$ cat src/rtl/ws2812_bit_tx.sv
// WS2812 single-wire NRZ bit encoder: one data bit per bit_rdy_in strobe becomes
// a fixed-period pulse whose high time depends on the bit value.
module ws2812_bit_tx #(
  parameter int CNT_W   = 8,
  parameter int OUT_INV = 0
) (
  input  logic             clk_in,
  input  logic             rst_n_in,
  input  logic             bit_rdy_in,
  input  logic             bit_data_in,
  input  logic [CNT_W-1:0] t0h_cnt_in,
  input  logic [CNT_W-1:0] t1h_cnt_in,
  input  logic [CNT_W-1:0] tp_cnt_in,
  output logic             bit_done_out,
  output logic             busy_out,
  output logic             bit_code_out
);

  localparam logic INV = (OUT_INV != 0);

  typedef enum logic [1:0] {
    IDLE = 2'd0,
    HIGH = 2'd1,
    LOW  = 2'd2
  } state_t;

  state_t           state_q, state_d;
  logic [CNT_W-1:0] cnt_q, cnt_d;
  logic [CNT_W-1:0] th_q, th_d;
  logic [CNT_W-1:0] tp_q, tp_d;
  logic             done_q, done_d;
  logic             code_q, code_d;

  logic             end_of_bit;
  logic             accept;
  logic             line_d;
  logic [CNT_W-1:0] th_sel;
  logic [CNT_W-1:0] th_clamp;
  logic [CNT_W-1:0] tp_clamp;

  // Valid/ready: bit_rdy_in is honoured only in IDLE or in the final cycle of a
  // period (cnt == tp); any other strobe is dropped, nothing is queued.
  always_comb begin
    end_of_bit = (state_q != IDLE) && (cnt_q == tp_q);
    accept     = bit_rdy_in && ((state_q == IDLE) || end_of_bit);
    th_sel     = bit_data_in ? t1h_cnt_in : t0h_cnt_in;
    th_clamp   = (th_sel == '0) ? CNT_W'(1) : th_sel;
    tp_clamp   = (tp_cnt_in < CNT_W'(3)) ? CNT_W'(3) : tp_cnt_in;
  end

  always_comb begin
    state_d = state_q;
    cnt_d   = cnt_q;
    th_d    = th_q;
    tp_d    = tp_q;
    line_d  = code_q ^ INV;
    if (accept) begin
      state_d = HIGH;
      cnt_d   = CNT_W'(1);
      th_d    = th_clamp;
      tp_d    = tp_clamp;
      line_d  = 1'b1;
    end else if (end_of_bit) begin
      state_d = IDLE;
      cnt_d   = '0;
      line_d  = 1'b0;
    end else if (state_q != IDLE) begin
      cnt_d = cnt_q + CNT_W'(1);
      // A high time that reaches the period keeps the line high to the end.
      if ((state_q == HIGH) && (cnt_q == th_q) && (th_q < tp_q)) begin
        state_d = LOW;
        line_d  = 1'b0;
      end
    end
    // Fires one cycle early so the controller's registered strobe meets cnt == tp.
    done_d = (state_d != IDLE) && (cnt_d == (tp_d - CNT_W'(1)));
    code_d = line_d ^ INV;
  end

  always_ff @(posedge clk_in or negedge rst_n_in) begin
    if (!rst_n_in) begin
      state_q <= IDLE;
      cnt_q   <= '0;
      th_q    <= '0;
      tp_q    <= '0;
      done_q  <= 1'b0;
      code_q  <= INV;
    end else begin
      state_q <= state_d;
      cnt_q   <= cnt_d;
      th_q    <= th_d;
      tp_q    <= tp_d;
      done_q  <= done_d;
      code_q  <= code_d;
    end
  end

  assign bit_done_out = done_q;
  assign busy_out     = (state_q != IDLE);
  assign bit_code_out = code_q;

endmodule

$ cat config.mk
export PLATFORM = sky130hd
export DESIGN_NAME = ws2812_bit_tx
export DESIGN_NICKNAME = d
export VERILOG_FILES = /design/src/rtl/ws2812_bit_tx.sv
export SDC_FILE = /design/constraint.sdc
export NUM_CORES = 1
export LEC_CHECK = 0
export ABC_AREA = 0
export BUFFER_PORTS_ARGS = -buffer_cell sky130_fd_sc_hd__buf_2
export CORE_ASPECT_RATIO = 1.5
export CORE_MARGIN = 2
export CORE_UTILIZATION = 57
export DETAILED_ROUTE_END_ITERATION = 12
export HOLD_SLACK_MARGIN = 0.12
export PLACE_DENSITY = 0.78
export REMOVE_ABC_BUFFERS = 1
export SLEW_MARGIN = 20
export SYNTH_ARGS = -nofsm -noshare
export SYNTH_HDL_FRONTEND = slang
export SYNTH_SLANG_ARGS = --single-unit
$ cat constraint.sdc
create_clock -name clk_in -period 2.97 [get_ports clk_in]
set_input_delay 0.1485 -clock clk_in [delete_from_list [all_inputs] [get_ports clk_in]]
set_output_delay 0.1485 -clock clk_in [all_outputs]
set_load 0.01 [all_outputs]
==> out/metrics.yaml <==
yosys_warnings: 0
hold_viol: 0
synth_area_um2: 2040
crit_required_ps: 3150
report.final.setup_viol: 0
post-synth-top-area-fraction_pct: 34.3
cp-end-kind: "flip-flop"
clk_latency_ps: 280
seqPwrFrac_pct: 33.6
viasPerCell: 5.83
die_area_um2: 4090
multi_input_area_um2: 1320
layout_worst_path_cycle_share_pct: 95.5
core-area_um2: 3420
setup.worst_path.class: "reg2reg"
hp-class: "in2reg"
swShare_pct: 45.8
holdWs_ps: 168
num_vias: 1701
cts_root_buf: "clkbuf_8"
port_buffers: 30
synthToLayoutAreaGrowth_pct: 18.4
synth.distinct_cells: 50
synth-seq-area-share_pct: 34.3
drc: 0
clkPwrFrac_pct: 9.0
regArea_um2: 711
p_comb_share_pct: 57.4
overflow: 0
drv_cap: 0
place_area_um2: 2270
cts_buffers: 3
final_area_um2: 2420
worst_setup_path_start_kind: "flip-flop"
diodes: 0
h-tree-depth: 1
fin_cells: 292
min_from: "t0h_cnt_in[7]"
clock.fmax_mhz: 353
status: "finished clean"
synthCells: 213
layout_common_cells: "buf_2 (30), nand2_1 (22), dfrtp_1 (20), xor2_1 (17), inv_1 (14)"
ir_worst_vdd_uv: 641
clock-sinks: 28
final_antenna_net_count: 0
die_h_um: 77.3
async_flop_share_pct: 100
initial_core_util_pct: 59.8
wire_per_inst_um: 17.8
p_sw_mw: 1.07
grt_use_total_pct: 27.4
ys.flop_type: "dfrtp_1"
internal_power_mw: 1.27
clockBufferDepth: 2
rr_startpoint: "cnt_q[7]"
period_needed_ps: 2830
regToRegSetupSlack_ps: 140
power_mw: 2.34
critPathArrivalTime_ps: 3010
totalWireLength_um: 5190
fin_nets: 289
rr_worst_depth: 10
path_clk_slew_ps: 90
max-slew-margin-rel_pct: 58.0
drive_gt1_share_pct: 31.6
fin_skew_ps: 1.57
gp_congestion: 0.913
grt_pass1_vias: 1798
hpwl_um: 4090
tightest_slew_ps: 629
drtIter0Drc: 41
first_pass_iters: 4
crit_fanout: 6
final_common_cell: "buf_2"
grt_pass1_wl_um: 8160
whs_endpoint: "th_q[7]"
hold_depth: 3
grt_max_degree: 29
synthTopCellsByArea: "dfrtp_1 (34%), xor2_1 (7.3%), ha_1 (5.5%)"
fillers: 272
synth.avg_cell_area_um2: 9.59
cts_tree: "built"
die_w_um: 52.9
row_count: 26
synth_top_cell_by_area: "dfrtp_1"
ys_seq_elements: 28
synth-edff-count: 0
pin_count: 31
antenna_found_initial: 0
final.setup.tns_ps: 0
r2r-end: "bit_done_out"
place_inst: 286
powerDensity_nw_per_um2: 966
p_leak_nw: 1.13
drv_slew: 0
-- cell usage after synthesis, drive strengths merged (2+ instances only) --
master and count:
o31ai 2, nor3 4, nor4 5, xnor2 14, a21o 4, inv 15, dfrtp 28, o21ai 14
a2111oi 4, or4 2, nor2 13, a211oi 2, mux2i 7, nand4 5, ha 9, xor2 18
buf 5, o211ai 5, or2 2, a21oi 9, nand2 22, a31o 2, or3 2, clkbuf 2
o21a 2, and3 2, o2111ai 2, nand3 6
-- critical path, stage by stage (launching register included) --
cell and delay [ps]:
dfrtp_2 480, xnor2_4 230, nand4_4 200, o21ai_4 240, a21oi_1 110, or2_2 330
ha_1 240, xnor2_2 150, xnor2_1 120, or3_1 360, a2111oi_4 280
-- worst max-delay path by stage --
stage / cells past startpoint / startpoint / slack, ps / endpoint
6_report: 10 / cnt_q[7] / 140 / bit_done_out
3_5_place_dp: 9 / tp_q[7] / 60 / bit_done_out
5_1_grt: 10 / cnt_q[7] / -30 / bit_done_out
2_1_floorplan: 10 / cnt_q[5] / 200 / bit_done_out
3_3_place_gp: 9 / tp_q[7] / 160 / bit_done_out
4_1_cts: 10 / tp_q[7] / 30 / bit_done_out
-- state kept, by name, summed over array words and instances, names as in the netlist --
name          cells
bit_code_out      1
bit_done_out      1
cnt_q             8
state_q           2
th_q              8
tp_q              8
-- routing by layer --
metal	vias to the layer above	share of wire (%)	GRT usage, %	wire length [um]
met4	0	4.0	12.8	206
li1	840	-	-	-
met5	-	0	0	0
met1	796	39	31.9	2040
met3	16	2.9	2.92	151
met2	49	54	48.1	2790
-- timing repair --
item,in CTS,in global routing
setup endpoints to repair,0,1
hold endpoints to repair,28,0
hold buffers,1,0
setup buffers,0,2
gates resized for setup,0,17
-- logic make-up (layout without fill, tap and decap cells) --
| kind of cell | count (synthesis) | after routing | share of synthesized area [%] |
|---|---|---|---|
| AOI/OAI and AO/OA | 50 | 50 | 18.9 |
| DFF | 28 | 28 | 34.3 |
| buffers and inverters | 22 | 59 | 4.59 |
| xor gates and xnor gates | 32 | 32 | 15.6 |
| muxes | 7 | 7 | 3.43 |
| and+or+nand+nor | 65 | 65 | 17.7 |
| adders and majority gates | 9 | 9 | 5.51 |
-- through the flow --
stage	setup WS [ps]	util, %
after floorplan	196	-
after global placement	155	66.4
after detailed placement	64.7	66.4
after CTS	33.5	67.9
after global routing	-33.6	70.8
final	135	70.8
-- power groups by stage --
stage               sequential (mW)  clock, mW  combinational [mW]
finish                        0.784      0.210                1.34
global route                  0.807      0.227                1.47
CTS                           0.754      0.211                1.25
detailed placement            0.763          0                1.25
global placement              0.756          0                1.21
floorplan                     0.720          0               0.925
-- layout make-up --
class | count | share of cell area [%]
Inverter | 15 | 2.33
Clock buffer | 3 | 1.71
Timing Repair Buffer | 41 | 9.73
Multi-Input combinational cell | 163 | 54.7
Sequential cell | 28 | 29.4
Tap cell | 42 | 2.17
(Power assumes the default switching activity.)
